[config.mk]
export PLATFORM = sky130hd
export DESIGN_NAME = td4_prog_encoder_flat
export DESIGN_NICKNAME = d
export VERILOG_FILES = /design/src/rtl/td4_prog_encoder_if.sv /design/src/rtl/td4_prog_encoder.sv /design/src/flat_wrapper.sv
export SDC_FILE = /design/constraint.sdc
export NUM_CORES = 1
export LEC_CHECK = 0
export CAP_MARGIN = 15
export CORE_ASPECT_RATIO = 1.75
export CORE_UTILIZATION = 54
export DETAILED_ROUTE_END_ITERATION = 8
export PLACE_DENSITY = 0.76
export SLEW_MARGIN = 10
export SYNTH_ARGS = -nofsm -noshare
export SYNTH_HDL_FRONTEND = slang
export SYNTH_SLANG_ARGS = --single-unit
[constraint.sdc]
create_clock -name clk -period 2.9 [get_ports clk]
set_clock_uncertainty 0.05 [all_clocks]
set_input_delay 0.58 -clock clk [delete_from_list [all_inputs] [get_ports clk]]
set_output_delay 0.58 -clock clk [all_outputs]
set_load 0.05 [all_outputs]
[src/rtl/td4_prog_encoder_if.sv]
// td4_prog_encoder_if: valid/ready encode-request channel into the TD4 program encoder
interface td4_prog_encoder_if #(parameter int IMM_W = 4);
    logic             in_valid;
    logic             in_ready;
    logic [3:0]       in_load;
    logic [1:0]       in_select;
    logic             in_cond;
    logic [IMM_W-1:0] in_imm;
    modport master (output in_valid, in_load, in_select, in_cond, in_imm, input in_ready);
    modport slave (input in_valid, in_load, in_select, in_cond, in_imm, output in_ready);
endinterface

[src/rtl/td4_prog_encoder.sv]
// td4_prog_encoder: encodes TD4 control tuples into instructions and loads them into program memory
module td4_prog_encoder #(
    parameter int DEPTH  = 16,
    parameter int ADDR_W = 4,
    parameter int IMM_W  = 4
) (
    input  logic                clk,
    input  logic                n_reset,
    input  logic                start,
    input  logic                finish,
    td4_prog_encoder_if.slave   bus,
    output logic                cpu_hold,
    output logic                busy,
    output logic [ADDR_W:0]     wr_count,
    output logic                err_illegal,
    input  logic [ADDR_W-1:0]   fetch_addr,
    output logic [3+IMM_W:0]    fetch_data
);
    typedef enum logic [1:0] {IDLE, LOAD, DONE} state_t;
    localparam logic [ADDR_W:0] FULL = (ADDR_W+1)'(DEPTH);
    localparam logic [ADDR_W:0] LAST = FULL - 1'b1;
    state_t state, state_n;
    logic [ADDR_W-1:0] wr_ptr;
    logic [3+IMM_W:0] mem [DEPTH];
    logic [3:0] opcode;
    logic legal, xfer, wr_en;
    always_comb begin
        legal = 1'b1;
        opcode = 4'b0000;
        case ({bus.in_load, bus.in_select, bus.in_cond})
            7'b0001_11_0: opcode = 4'b0011;
            7'b0001_01_0: opcode = 4'b0001;
            7'b0001_00_0: opcode = 4'b0000;
            7'b0001_10_0: opcode = 4'b0010;
            7'b0010_11_0: opcode = 4'b0111;
            7'b0010_00_0: opcode = 4'b0100;
            7'b0010_01_0: opcode = 4'b0101;
            7'b0010_10_0: opcode = 4'b0110;
            7'b0100_11_0: opcode = 4'b1011;
            7'b0100_01_0: opcode = 4'b1001;
            7'b1000_11_0: opcode = 4'b1111;
            7'b1000_11_1: opcode = 4'b1110;
            default:      legal  = 1'b0;
        endcase
    end
    always_comb begin
        busy = state == LOAD;
        cpu_hold = busy;
        bus.in_ready = busy && wr_count < FULL;
        xfer = bus.in_valid && bus.in_ready;
        wr_en = xfer && legal;
        state_n = state;
        if (start)
            state_n = LOAD;
        else if (state == LOAD && (finish || (wr_en && wr_count == LAST)))
            state_n = DONE;
        else if (state == DONE)
            state_n = IDLE;
    end
    always_ff @(posedge clk or negedge n_reset) begin
        if (!n_reset)
            state <= IDLE;
        else
            state <= state_n;
    end
    // start takes priority over a coincident transfer: the session restarts cleanly
    always_ff @(posedge clk or negedge n_reset) begin
        if (!n_reset) begin
            wr_ptr <= '0;
            wr_count <= '0;
            err_illegal <= 1'b0;
            mem <= '{default: '0};
        end else if (start) begin
            wr_ptr <= '0;
            wr_count <= '0;
            err_illegal <= 1'b0;
        end else if (wr_en) begin
            mem[wr_ptr] <= {opcode, bus.in_imm};
            wr_ptr <= wr_ptr + 1'b1;
            wr_count <= wr_count + 1'b1;
        end else if (xfer) begin
            err_illegal <= 1'b1;
        end
    end
    assign fetch_data = mem[fetch_addr];
endmodule

[src/flat_wrapper.sv]
// flat-port wrapper written by rule: the top's interface ports become plain ports
module td4_prog_encoder_flat 
#(
    parameter int DEPTH  = 16,
    parameter int ADDR_W = 4,
    parameter int IMM_W  = 4
)
  (clk, n_reset, start, finish, cpu_hold, busy, wr_count, err_illegal, fetch_addr, fetch_data, bus_in_valid, bus_in_load, bus_in_select, bus_in_cond, bus_in_imm, bus_in_ready);
  td4_prog_encoder_if #(.IMM_W(IMM_W)) bus_i ();
  input  logic clk;
  input  logic n_reset;
  input  logic start;
  input  logic finish;
  output logic cpu_hold;
  output logic busy;
  output logic [ADDR_W:0] wr_count;
  output logic err_illegal;
  input  logic [ADDR_W-1:0] fetch_addr;
  output logic [3+IMM_W:0] fetch_data;
  input wire logic [$bits(bus_i.in_valid)-1:0] bus_in_valid;
  input wire logic [$bits(bus_i.in_load)-1:0] bus_in_load;
  input wire logic [$bits(bus_i.in_select)-1:0] bus_in_select;
  input wire logic [$bits(bus_i.in_cond)-1:0] bus_in_cond;
  input wire logic [$bits(bus_i.in_imm)-1:0] bus_in_imm;
  output wire logic [$bits(bus_i.in_ready)-1:0] bus_in_ready;
  assign bus_i.in_valid = bus_in_valid;
  assign bus_i.in_load = bus_in_load;
  assign bus_i.in_select = bus_in_select;
  assign bus_i.in_cond = bus_in_cond;
  assign bus_i.in_imm = bus_in_imm;
  assign bus_in_ready = bus_i.in_ready;
  td4_prog_encoder #(.DEPTH(DEPTH), .ADDR_W(ADDR_W), .IMM_W(IMM_W)) u_core (.clk(clk), .n_reset(n_reset), .start(start), .finish(finish), .bus(bus_i), .cpu_hold(cpu_hold), .busy(busy), .wr_count(wr_count), .err_illegal(err_illegal), .fetch_addr(fetch_addr), .fetch_data(fetch_data));
endmodule
### Word level (Yosys, flattened, before mapping)

Cells that the tools add are included.

| operators by class | value |
|---|---|
| magnitude comparators | 4 |
| bitwise operators | 3 |
| muxes and demuxes | 18 |
| reductions and logical operators | 13 |
| $add $sub $neg | 2 |
| equal/unequal tests | 16 |

Operator list:

| kind | count |
|---|---|
| 128-bit bitwise mux | 1 |
| 4-bit one-hot mux with 11 select lines | 1 |
| 8-bit binary-select mux with 4-bit select | 1 |
| 8-bit demux with 4-bit select | 1 |
| 7-bit by 4-bit == test with 1-bit output (second input constant) | 4 |
| 7-bit by 5-bit == test with 1-bit output (second input constant) | 4 |
| 8-bit two-way mux | 3 |
| 7-bit by 6-bit == test with 1-bit output (second input constant) | 2 |
| 7-bit == test (second input constant) | 2 |
| 12-bit OR reduction | 1 |
| 5-bit >= comparator (second input constant) | 2 |
| 5-bit two-way mux | 2 |
| 4-bit NOT with 5-bit output | 2 |
| 4-bit two-way mux | 2 |
| 1-bit logical AND | 6 |
| 2-bit two-way mux | 3 |
| 5-bit by 1-bit adder with 5-bit output (second input constant) | 1 |
| 5-bit by 4-bit == test with 1-bit output (second input constant) | 1 |
| 5-bit by 1-bit less-than comparator with 1-bit output (second input constant) | 1 |
| 5-bit less-than comparator (second input constant) | 1 |
| 4-bit by 1-bit adder with 4-bit output (second input constant) | 1 |
| 1-bit two-way mux | 4 |
| 2-bit AND reduction | 2 |
| 2-bit nonzero test | 2 |
| other kinds (6) | 6 |

| storage, ports and cells | value |
|---|---|
| bits in registers | 140 |
| bits of input ports | 20 |
| logic and storage cells | 76 |

### Longest topological paths before layout

Gate-level depths: netlist (run 1).

| logic depth | value |
|---|---|
| word-level depth | 9 |
| mapped depth | 7 |
| gate-level depth less buffers | 5 |

### Least setup slack after synthesis (run 1)

OpenSTA, ideal clock, no wires.

| timing | value |
|---|---|
| path kind | register to register |
| start point | register u_core.wr_count[4] |
| end point | register u_core.mem[90] in the netlist's numbering |
| period minus slack after synthesis | 3.901 ns |
| library setup time | 0.125 ns |
| arrival | 3.726 ns |
| slack | -1.001 ns |
| stages on the path, launching flop included | 6 |
| path through | dfrtp_1 -> nor3b_1 -> nand2_2 -> buf_2 -> a2111oi_4 -> mux2_2 |

| between the ends | value |
|---|---|
| cells in the longest elaborated chain, start to end | 5 |

RTL lines:

| what | line | source |
|---|---|---|
| start: declaration | td4_prog_encoder.sv:14 | `output logic [ADDR_W:0] wr_count,` |
| start signal: assignment | td4_prog_encoder.sv:80 | `wr_count <= wr_count + 1'b1;` |
| 5-bit less-than comparator | td4_prog_encoder.sv:49 | `bus.in_ready = busy && wr_count < FULL;` |
| 1-bit logical AND | td4_prog_encoder.sv:49 |  |
| via bus_in_ready | flat_wrapper.sv:25 | `output wire logic [$bits(bus_i.in_ready)-1:0] bus_in_ready;` |
| 1-bit logical AND | td4_prog_encoder.sv:50 | `xfer = bus.in_valid && bus.in_ready;` |
| 1-bit logical AND | td4_prog_encoder.sv:51 | `wr_en = xfer && legal;` |
| 2-bit AND reduction (no source line) | -- |  |
| end signal: indexed assignment | td4_prog_encoder.sv:78 | `mem[wr_ptr] <= {opcode, bus.in_imm};` |
| end: declaration | td4_prog_encoder.sv:24 | `logic [3+IMM_W:0] mem [DEPTH];` |

The timed path passes the listed nets, and every way through them passes these cells.
A chain may end at the register's enable or synchronous reset.

### Worst setup path in the final report (run 1)

| timing | value |
|---|---|
| start point | input fetch_addr[1] |
| end point | output fetch_data[1] |

| between the ends | value |
|---|---|
| cells in the longest elaborated chain, start to end | 4 |

RTL lines:

| what | line | source |
|---|---|---|
| start: declaration | flat_wrapper.sv:18 | `input logic [ADDR_W-1:0] fetch_addr;` |
| 4-bit NOT with 5-bit output (implied by the code) | td4_prog_encoder.sv:85 | `assign fetch_data = mem[fetch_addr];` |
| 8-bit binary-select mux with 4-bit select | td4_prog_encoder.sv:85 |  |
| 8-bit two-way mux (implied by the code) (2 in series) | td4_prog_encoder.sv:85 |  |
| end: declaration | flat_wrapper.sv:19 | `output logic [3+IMM_W:0] fetch_data;` |

Every way passes these cells. The select of a mux whose other input is x is not followed.

==> flow_metrics.py, run 1 <==
metrics = {
    "placed_design": {
        "place.gp.congestion": 0.749,
        "placed_cell_area_um2": 7990,
        "post-dp-hpwl_mm": 10.6,
        "numPortBuffers": 36,
        "placedCellCount": 671,
        "dp_slack_ps": -238,
    },
    "yosys": {
        "synth.largest_area_cell": "sky130_fd_sc_hd__dfrtp_1",
        "dominant_combinational_cell_family_by_area_after_synthesis": "multiplexers",
        "postSynth.topFlopCell": "sky130_fd_sc_hd__dfrtp_1",
        "synth.mux.area_fraction": 0.347,
        "post_synthesis_sequential_element_count": 140,
        "synth_nets": 472,
        "synth_cell_type_count": 43,
        "synth_seq_area_share": 0.500,
        "netlist_area_pre_place_um2": 7010,
        "syn-instance-count": 446,
        "synth_compound_gate_area_share": 0.0771,
        "synth_async_reset_ratio": 1.00,
        "synth.top_cell.area_share": 0.500,
        "ys_warn_count": 0,
        "yosys.cell_count.top_type": "sky130_fd_sc_hd__dfrtp_1",
        "synth_enable_flop_cells": 0,
        "synth-adder-area-share": 0.0107,
        "yosys.area_share.simple": 0.0416,
        "synth_area_leaders": "sky130_fd_sc_hd__dfrtp_1 50%, sky130_fd_sc_hd__mux2_2 20%, sky130_fd_sc_hd__mux4_2 13%",
        "synth_area_per_cell_um2": 15.7,
        "synth_common_cells": "140 x sky130_fd_sc_hd__dfrtp_1, 125 x sky130_fd_sc_hd__mux2_2, 40 x sky130_fd_sc_hd__mux4_2",
        "synthXorXnorAreaFrac": 0.00125,
    },
    "cells_and_area": {
        "insertedDiodeCount": 0,
        "area_growth_syn_to_layout_pct": 23.3,
        "postLayoutCoreUtil": 0.688,
        "finalNonFillerCells": 704,
        "fin_area_um2": 8640,
        "final_net_count": 549,
        "post_route_cells_drive_above_1_share": 0.526,
    },
    "global_route": {
        "maximum_number_of_pins_on_one_net_before_global_route_repair": 72,
        "grt_usage": 0.258,
        "grt_pass1_vias": 4843,
        "grt_overflow_total": 0,
        "global_route_wire_length_before_repair_mm": 25.5,
        "antenna_found_initial": 0,
    },
    "clock_tree": {
        "cts.sinks": 140,
        "cts_tree": "built",
        "cts_inserted_buffers": 17,
        "cts-root-buf": "sky130_fd_sc_hd__clkbuf_16",
        "cts_htree_levels": 4,
        "clock_latency_ps": 410,
        "clock_tree.buffer_depth": 2,
        "clkTransAtPathRegs_ps": 60,
        "cts_post_setup_buffers_inserted": 0,
    },
    "sta": {
        "min_cycle_time_layout_ps": 2840,
        "maxClockFrequency_mhz": 352,
        "drv_slew": 0,
        "max-slew-margin-rel": 0.548,
        "timing.final.hold_violations": 0,
        "report.final.setup_viol": 0,
        "fin_ws_ps": 62.1,
        "period_share": 0.979,
        "grt_setup_unrepaired": "false",
        "worst_slew_pin_slew_ps": 678,
    },
    "detailed_routing": {
        "route.detailed.vias_per_inst": 5.96,
        "ant_nets": 0,
        "vias": 4199,
        "detail_routed_net_length_per_standard_cell_um": 21.7,
        "drc_violation_total_after_the_first_tritonroute_iteration": 189,
        "drc": 0,
        "wl_mm": 15.2,
        "first_pass_iters": 4,
    },
    "die": {
        "core_area_um2": 12600,
        "floorplan.io_pins": 37,
        "die_h_um": 153,
        "starting_density_of_the_core": 0.558,
        "die_area_um2": 13500,
        "placement_row_count": 54,
        "die_x_um": 88.1,
    },
    "setup_path": {
        "worst_reg2reg_path_endpoint": "u_core.mem[26]$_DFFE_PN0P_",
        "timing.reg2reg.setup_slack_ps": 680,
        "critPathLaunchType": "primary input",
        "endpoint": "fetch_data[1]",
        "critical_path_peak_fanout": 12,
        "worstPathArrival_ps": 2210,
        "critical_path.endpoint_type": "output pin",
        "timing_worst_setup_path_type": "primary input to output pin",
        "ff2ff_path_depth": 5,
        "worst_r2r_startpoint": "u_core.state[1]$_DFFE_PN0P_",
        "required_ps": 2270,
        "critPathLaunch": "fetch_addr[1]",
    },
    "pwr": {
        "worst_ir_drop_vdd_v": 0.000393,
        "power.density_cell_area_nw_per_um2": 531,
        "static-leakage-power_nw": 3.94,
    },
    "run": {
        "cap_viol_max_count": 0,
    },
    "min_path": {
        "hold_path.class": "primary input to async pin",
    },
    "run_status": {
        "status": "completed",
    },
}
[cells by family (layout without fill, tap and decap cells)]
| logic type | after synthesis | after routing |
|---|---|---|
| multiplexers | 176 | 176 |
| buffers and inverters | 38 | 128 |
| AND/OR/NAND/NOR | 49 | 49 |
| flip-flops | 140 | 140 |
| AO/OA/AOI/OAI | 36 | 36 |
| XOR/XNOR | 1 | 1 |
| adder cells (fa/ha/maj) | 6 | 6 |
[critical path, cell delays in order]
cell and delay (ps):
sky130_fd_sc_hd__clkdlybuf4s15_1 300, sky130_fd_sc_hd__bufbuf_16 340, sky130_fd_sc_hd__mux4_2 310, sky130_fd_sc_hd__mux4_2 480, sky130_fd_sc_hd__buf_4 210
[registers in the layout, indices dropped and copies added, names as in the netlist]
name,count
u_core.mem,128
u_core.wr_count,5
u_core.wr_ptr,4
u_core.state,2
u_core.err_illegal,1
[cell usage in the layout, fill, tap and decap left out, drive strengths merged, types with 6 or more instances in the layout]
master,count
dfrtp,140
nor2,10
a2111oi,14
mux2,134
buf,65
clkinv,8
clkdlybuf4s50,25
clkbuf,18
nand2b,12
nor2b,8
ha,6
mux4,40
[per-layer routing]
metal	up-vias	share of wire	wire [µm]	track usage
met1	2233	0.37	5690	0.298
met3	23	0.026	397	0.0477
met5	-	0	0	0
met2	87	0.58	8850	0.462
met4	0	0.021	314	0.0960
li1	1856	-	-	-
[power breakdown]
group          internal [mW]  switching (mW)  total [mW]
combinational          0.142           0.198       0.340
sequential              1.97          0.0135        1.99
clock                   1.44           0.821        2.26
[worst min-delay path by stage]
stage,endpoint,cells past startpoint,start
2_1_floorplan,u_core.err_illegal$_DFFE_PN0P_,0,n_reset
5_1_grt,u_core.wr_count[4]$_DFFE_PN0P_,1,n_reset
3_5_place_dp,u_core.mem[95]$_DFFE_PN0P_,1,u_core.mem[95]$_DFFE_PN0P_
4_1_cts,u_core.wr_count[4]$_DFFE_PN0P_,1,n_reset
6_report,u_core.state[0]$_DFFE_PN0P_,1,n_reset
3_3_place_gp,u_core.mem[95]$_DFFE_PN0P_,1,u_core.mem[95]$_DFFE_PN0P_
[final cells by class]
cell class | instances | area [µm²]
timing repair buffer | 92 | 920
fill | 877 | 3930
clock inverter | 14 | 195
tap | 168 | 210
sequential | 140 | 3500
inverter | 4 | 15.0
multi-input combinational | 268 | 3370
clock buffer | 18 | 429
[timing repair]
action / CTS / global route
cloned: 1 / 0
gates resized for setup: 1 / 1
hold endpoints to repair: 0 / 0
setup endpoints to repair: 8 / 6
hold buffers: 0 / 0
[per-stage QoR]
| stage | total power, mW | hold WS [ps] | setup TNS [ps] |
|---|---|---|---|
| 4_1_cts | 4.63 | 155 | 0 |
| 3_3_place_gp | 2.35 | 413 | -21570 |
| 2_1_floorplan | 2.20 | 234 | 0 |
| 3_5_place_dp | 2.36 | 426 | -25480 |
| 5_1_grt | 4.73 | 176 | 0 |
| 6_report | 4.59 | 119 | 0 |
Note: power is estimated with default switching activity, not from simulation.
==> run 2: changes to the inputs <==
--- a/config.mk
+++ b/config.mk
@@ -5,7 +5,7 @@
 export SDC_FILE = /design/constraint.sdc
 export NUM_CORES = 1
 export LEC_CHECK = 0
-export CAP_MARGIN = 15
+export CAP_MARGIN = 20
 export CORE_ASPECT_RATIO = 1.75
 export CORE_UTILIZATION = 54
 export DETAILED_ROUTE_END_ITERATION = 8
==> constraint.sdc (replaced) <==
create_clock -name clk -period 2.5 [get_ports clk]
set_clock_uncertainty 0.05 [all_clocks]
set_input_delay 0.5 -clock clk [delete_from_list [all_inputs] [get_ports clk]]
set_output_delay 0.5 -clock clk [all_outputs]
set_load 0.05 [all_outputs]
==> run 2 against run 1 <==
  * The flow now finishes with violations (negative setup slack)
  * Sequential share of layout area down 1.4 points
  * Via count increased by 3.6%
  * Die area unchanged
  * Critical path type unchanged
  * Largest power group unchanged
==> flow_metrics.py, run 2 (same netlist as run 1, synthesis figures left out) <==
metrics = {
    "setup_path": {
        "critPathLaunchType": "primary input",
        "critical_path.cell_chain": "buf_12 -> buf_12 -> mux4_2 -> mux4_2 -> buf_8",
        "required_ps": 1950,
        "crit_slowest_cell": "sky130_fd_sc_hd__mux4_2",
        "critical_path.endpoint_type": "output pin",
        "worstPathBufferInverterCount": 3,
        "worst_reg2reg_path_endpoint": "u_core.mem[98]$_DFFE_PN0P_",
        "max_stage_delay_ps": 540,
        "critical_path_depth": 5,
        "path_delay_family": "multiplexers",
        "worstPathArrival_ps": 2000,
        "timing.reg2reg.setup_slack_ps": 310,
        "endpoint": "fetch_data[4]",
        "worst_r2r_startpoint": "u_core.state[1]$_DFFE_PN0P_",
        "timing_worst_setup_path_type": "primary input to output pin",
        "ff2ff_path_depth": 6,
        "critPathLaunch": "fetch_addr[0]",
        "critical_path_peak_fanout": 8,
    },
    "global_route": {
        "antenna_found_initial": 0,
        "maximum_number_of_pins_on_one_net_before_global_route_repair": 60,
        "grt_pass1_vias": 4900,
        "grt_overflow_total": 0,
        "global_route_wire_length_before_repair_mm": 27.0,
        "grt_usage": 0.273,
    },
    "sta": {
        "timing.final.hold_violations": 0,
        "min_cycle_time_layout_ps": 2550,
        "worst_slew_pin_slew_ps": 591,
        "max-slew-margin-rel": 0.605,
        "fin_worst_hold_slack_ps": 9.24,
        "drv_slew": 0,
        "report.final.setup_viol": 7,
        "fin_ws_ps": -50.0,
        "grt_setup_unrepaired": "true",
        "maxClockFrequency_mhz": 392,
        "period_share": 1.02,
    },
    "die": {
        "die_area_um2": 13500,
        "floorplan.io_pins": 37,
        "die_x_um": 88.1,
        "die_h_um": 153,
        "core_area_um2": 12600,
        "placement_row_count": 54,
        "starting_density_of_the_core": 0.558,
    },
    "detailed_routing": {
        "detailroute.wirelength.met3_um": 488,
        "detailroute.wirelength.met2_mm": 9.01,
        "route.detailed.vias_per_inst": 6.08,
        "highest-signal-layer": "met4",
        "met1_length_mm": 6.11,
        "wl_mm": 16.1,
        "detail_routed_net_length_per_standard_cell_um": 22.5,
        "ant_nets": 0,
        "drc": 0,
        "vias": 4351,
        "drc_violation_total_after_the_first_tritonroute_iteration": 210,
        "first_pass_iters": 6,
    },
    "cells_and_area": {
        "post_route_cells_drive_above_1_share": 0.546,
        "area_of_the_multi_input_gates_um2": 3530,
        "insertedDiodeCount": 0,
        "area_growth_syn_to_layout_pct": 27.9,
        "fin_area_um2": 8960,
        "final_net_count": 561,
        "register_cell_area_after_layout_um2": 3500,
        "final.fill_count": 860,
        "postLayoutCoreUtil": 0.713,
        "top_register": "u_core.mem",
        "layout_commonest_cell": "sky130_fd_sc_hd__dfrtp_1",
        "biggestRegsByFlops": "u_core.mem x128, u_core.wr_count x5, u_core.wr_ptr x4",
        "most-common-layout-cells": "139 x sky130_fd_sc_hd__dfrtp_1, 97 x sky130_fd_sc_hd__mux2_2, 53 x sky130_fd_sc_hd__buf_4",
        "flip_flop_count_of_the_largest_register_all_copies_and_words_added": 128,
    },
    "clock_tree": {
        "clock_tree.buffer_depth": 2,
        "cts_tree": "built",
        "cts.sinks": 140,
        "cts_inserted_buffers": 17,
        "cts-hold-fix-buffers": 0,
        "cts_htree_levels": 4,
        "cts-root-buf": "sky130_fd_sc_hd__clkbuf_16",
        "clkTransAtPathRegs_ps": 60,
        "clock_latency_ps": 410,
    },
    "placed_design": {
        "placed_cell_area_um2": 8130,
        "place.gp.congestion": 0.782,
        "numPortBuffers": 36,
        "post-dp-hpwl_mm": 10.7,
    },
    "pwr": {
        "power_report.internal_total_mw": 4.30,
        "power_frac_comb": 0.077,
        "worst_ir_drop_vdd_v": 0.000459,
        "net-switching-power_mw": 1.23,
        "share_clk_of_total_power": 0.506,
        "share_seq_of_total_power": 0.417,
        "total_power_mw": 5.53,
        "power.density_cell_area_nw_per_um2": 617,
        "static-leakage-power_nw": 4.06,
        "sw_frac_of_total": 0.222,
    },
    "run": {
        "cap_viol_max_count": 0,
    },
    "run_status": {
        "violated_checks": "negative setup slack",
        "status": "finished with violations",
    },
    "min_path": {
        "hold_path.class": "primary input to async pin",
    },
}
## run 2: cell count changes in the layout (fill, tap and decap cells not counted), moves of 2 or more
| cell | before | now |
|---|---|---|
| sky130_fd_sc_hd__dlygate4sd2_1 | 0 | 5 |
| sky130_fd_sc_hd__clkinv_4 | 5 | 1 |
| sky130_fd_sc_hd__buf_16 | 0 | 2 |
| sky130_fd_sc_hd__clkbuf_8 | 0 | 2 |
| sky130_fd_sc_hd__clkdlybuf4s50_1 | 25 | 20 |
| sky130_fd_sc_hd__o22a_4 | 0 | 2 |
| sky130_fd_sc_hd__mux2_4 | 0 | 28 |
| sky130_fd_sc_hd__mux2_2 | 125 | 97 |
| sky130_fd_sc_hd__buf_6 | 1 | 10 |
| sky130_fd_sc_hd__inv_6 | 1 | 3 |
## run 2: worst register-to-register path, cell delays in order (launching register included)
cell and delay [ps]:
sky130_fd_sc_hd__dfrtp_1 440, sky130_fd_sc_hd__nor3b_4 300, sky130_fd_sc_hd__nand2_4 230, sky130_fd_sc_hd__buf_4 250, sky130_fd_sc_hd__a2111oi_4 190, sky130_fd_sc_hd__buf_4 250
sky130_fd_sc_hd__mux2_2 360
## run 2: layer usage
metal  vias up  track usage
met1      2334        0.324
met2       101        0.470
met5         -            0
met3        34       0.0509
li1       1882            -
met4         0        0.124
## run 2: power groups by stage
stage / sequential, mW / combinational (mW) / clock, mW
after CTS: 2.31 / 0.425 / 2.83
final: 2.31 / 0.423 / 2.80
after floorplan: 2.35 / 0.225 / 0
after global routing: 2.31 / 0.452 / 2.93
after detailed placement: 2.35 / 0.402 / 0
after global placement: 2.34 / 0.390 / 0
## run 2: cell type report
class / instances / area share
repair buffers: 102 / 0.116
inverters: 4 / 0.00168
flip-flops and latches: 140 / 0.391
multi-input cells: 270 / 0.394
clock inverters: 13 / 0.0235
clock buffers: 19 / 0.0506
well taps: 168 / 0.0235
## run 2: how the worst min path moves through the flow
stage / depth (start not counted) / slack (ps) / end / start
CTS: 1 / 20 / u_core.mem[95]$_DFFE_PN0P_ / n_reset
floorplan: 0 / 150 / u_core.err_illegal$_DFFE_PN0P_ / n_reset
global placement: 1 / 410 / u_core.mem[80]$_DFFE_PN0P_ / u_core.mem[80]$_DFFE_PN0P_
global route: 1 / 30 / u_core.mem[95]$_DFFE_PN0P_ / n_reset
detailed placement: 1 / 430 / u_core.mem[95]$_DFFE_PN0P_ / u_core.mem[95]$_DFFE_PN0P_
finish: 1 / 9 / u_core.mem[28]$_DFFE_PN0P_ / n_reset
## run 2: repair_timing
item,CTS,global route
resized for setup,28,1
pin swaps,3,0
gates cloned,4,0
endpoints found under the setup margin,137,12
buffers inserted,1,1
## run 2: through the flow
| stage | worst slack [ps] | std cells | setup TNS [ps] |
|---|---|---|---|
| 4_1_cts | -60.3 | 715 | -256 |
| 6_report | -50.0 | 716 | -153 |
| 3_5_place_dp | -565 | 678 | -73200 |
| 5_1_grt | -64.5 | 716 | -394 |
| 3_3_place_gp | -488 | 678 | -64810 |
| 2_1_floorplan | -135 | 446 | -10350 |
==> run 3: changes to the inputs <==
--- a/config.mk
+++ b/config.mk
@@ -8,8 +8,10 @@
 export CAP_MARGIN = 20
 export CORE_ASPECT_RATIO = 1.75
 export CORE_UTILIZATION = 54
+export CTS_CLUSTER_DIAMETER = 100
 export DETAILED_ROUTE_END_ITERATION = 8
 export PLACE_DENSITY = 0.76
+export SKIP_CTS_REPAIR_TIMING = 1
 export SLEW_MARGIN = 10
 export SYNTH_ARGS = -nofsm -noshare
 export SYNTH_HDL_FRONTEND = slang
==> run 3 against run 2 <==
  * The flow still finishes with violations (negative setup slack)
  * Largest cell class unchanged
  * Sequential power is essentially flat
  * Cell area unchanged
  * Highest routed layer is now met5
  * Critical endpoint is now fetch_data[3]
  * Via count decreased by 0.39%
  * Global-route usage decreased by 1.4 points
  * First-iteration DRC count down 14%
  * Critical path depth shrank 2
  * Die area did not move
  * Clock power about the same
==> flow_metrics.py, run 3 (same netlist as run 1, synthesis figures left out) <==
metrics = {
    "sta": {
        "grt_setup_unrepaired": "true",
        "period_share": 1.02,
        "worst_slew_pin_slew_ps": 617,
        "fin_worst_hold_slack_ps": 4.65,
        "report.final.setup_viol": 8,
        "drv_slew": 0,
        "maxClockFrequency_mhz": 391,
        "max-slew-margin-rel": 0.587,
        "timing.final.hold_violations": 0,
        "fin_ws_ps": -60.6,
        "min_cycle_time_layout_ps": 2560,
    },
    "detailed_routing": {
        "wl_mm": 16.4,
        "drc_violation_total_after_the_first_tritonroute_iteration": 180,
        "route.detailed.vias_per_inst": 6.06,
        "detail_routed_net_length_per_standard_cell_um": 22.9,
        "drc": 0,
        "ant_nets": 0,
        "first_pass_iters": 4,
        "vias": 4334,
    },
    "cells_and_area": {
        "insertedDiodeCount": 0,
        "top_register": "u_core.mem",
        "flip_flop_count_of_the_largest_register_all_copies_and_words_added": 128,
        "layout_commonest_cell": "sky130_fd_sc_hd__dfrtp_1",
        "fin_area_um2": 8960,
        "post_route_cells_drive_above_1_share": 0.543,
        "final_net_count": 560,
        "area_growth_syn_to_layout_pct": 27.9,
        "most-common-layout-cells": "139 x sky130_fd_sc_hd__dfrtp_1, 98 x sky130_fd_sc_hd__mux2_2, 53 x sky130_fd_sc_hd__buf_4",
        "biggestRegsByFlops": "u_core.mem x128, u_core.wr_count x5, u_core.wr_ptr x4",
        "finalNonFillerCells": 715,
    },
    "setup_path": {
        "worst_reg2reg_path_endpoint": "u_core.mem[98]$_DFFE_PN0P_",
        "critical_path.most_common_cell": "sky130_fd_sc_hd__mux4_2",
        "worstPathBufferInverterCount": 1,
        "timing.reg2reg.setup_slack_ps": 300,
        "required_ps": 1950,
        "crit_slowest_cell": "sky130_fd_sc_hd__mux4_2",
        "path_delay_family": "multiplexers",
        "critPathLaunch": "u_core.mem[3]$_DFFE_PN0P_",
        "critical_path_depth": 3,
        "critPathLaunchType": "flip-flop",
        "critical_path_peak_fanout": 2,
        "max_stage_delay_ps": 530,
        "critical_path.cell_chain": "mux4_2 -> mux4_2 -> buf_6",
        "worst_r2r_startpoint": "u_core.state[1]$_DFFE_PN0P_",
        "critical_path.endpoint_type": "output pin",
        "endpoint": "fetch_data[3]",
        "worstPathArrival_ps": 2010,
        "ff2ff_path_depth": 6,
        "timing_worst_setup_path_type": "flip-flop to output pin",
    },
    "pwr": {
        "power.density_cell_area_nw_per_um2": 618,
        "worst_ir_drop_vdd_v": 0.000467,
        "total_power_mw": 5.53,
        "static-leakage-power_nw": 4.10,
    },
    "die": {
        "core_area_um2": 12600,
        "die_x_um": 88.1,
        "starting_density_of_the_core": 0.558,
        "placement_row_count": 54,
        "die_area_um2": 13500,
        "die_h_um": 153,
        "floorplan.io_pins": 37,
    },
    "clock_tree": {
        "clkTransAtPathRegs_ps": 60,
        "cts_inserted_buffers": 17,
        "cts-root-buf": "sky130_fd_sc_hd__clkbuf_16",
        "clock_tree.buffer_depth": 2,
        "cts_tree": "built",
        "cts.sinks": 140,
        "cts_htree_levels": 4,
        "clock_latency_ps": 410,
    },
    "global_route": {
        "grt_usage": 0.259,
        "antenna_found_initial": 1,
        "global_route_wire_length_before_repair_mm": 25.7,
        "grt_overflow_total": 0,
        "maximum_number_of_pins_on_one_net_before_global_route_repair": 60,
        "grt_pass1_vias": 4758,
    },
    "run_status": {
        "status": "finished with violations",
        "violated_checks": "negative setup slack",
    },
    "placed_design": {
        "placedCellCount": 678,
        "dp_slack_ps": -565,
        "placed_cell_area_um2": 8130,
        "numPortBuffers": 36,
        "place.gp.congestion": 0.782,
        "post-dp-hpwl_mm": 10.7,
    },
    "min_path": {
        "hold_path.class": "primary input to async pin",
    },
    "run": {
        "cap_viol_max_count": 0,
    },
}
==> run 3: worst min-delay path by stage <==
stage	slack [ps]	cells past startpoint	end
final	5	1	u_core.mem[28]$_DFFE_PN0P_
after global routing	30	1	u_core.mem[95]$_DFFE_PN0P_
after CTS	20	1	u_core.mem[95]$_DFFE_PN0P_
after detailed placement	430	1	u_core.mem[95]$_DFFE_PN0P_
after global placement	410	1	u_core.mem[80]$_DFFE_PN0P_
after floorplan	150	0	u_core.err_illegal$_DFFE_PN0P_
==> run 3: power by group <==
group	internal (mW)	switching, mW
logic	0.179	0.245
registers	2.29	0.0164
clock network	1.83	0.972
==> run 3: per-stage QoR <==
stage	utilization	TNS, ps
floorplan	-	-10350
global placement	0.647	-64810
detailed placement	0.647	-73200
CTS	0.699	-13730
global route	0.713	-451
finish	0.713	-172
==> run 3: cell type report <==
cell class,count,area [µm²]
inverters,4,15.0
fillers,865,3610
repair buffers,101,1040
clock inverters,13,210
flip-flops and latches,140,3500
clock buffers,19,453
multi-input cells,270,3530
well taps,168,210
==> run 3: layer usage <==
metal  vias to the layer above  part of all wire  global-route usage  routed length [µm]
li1                       1882                 -                   -                   -
met1                      2327              0.38               0.307                6240
met2                        95              0.57               0.457                9270
met3                        28             0.030              0.0466                 494
met4                         2             0.022              0.0983                 356
met5                         -           0.00049                   0                   8
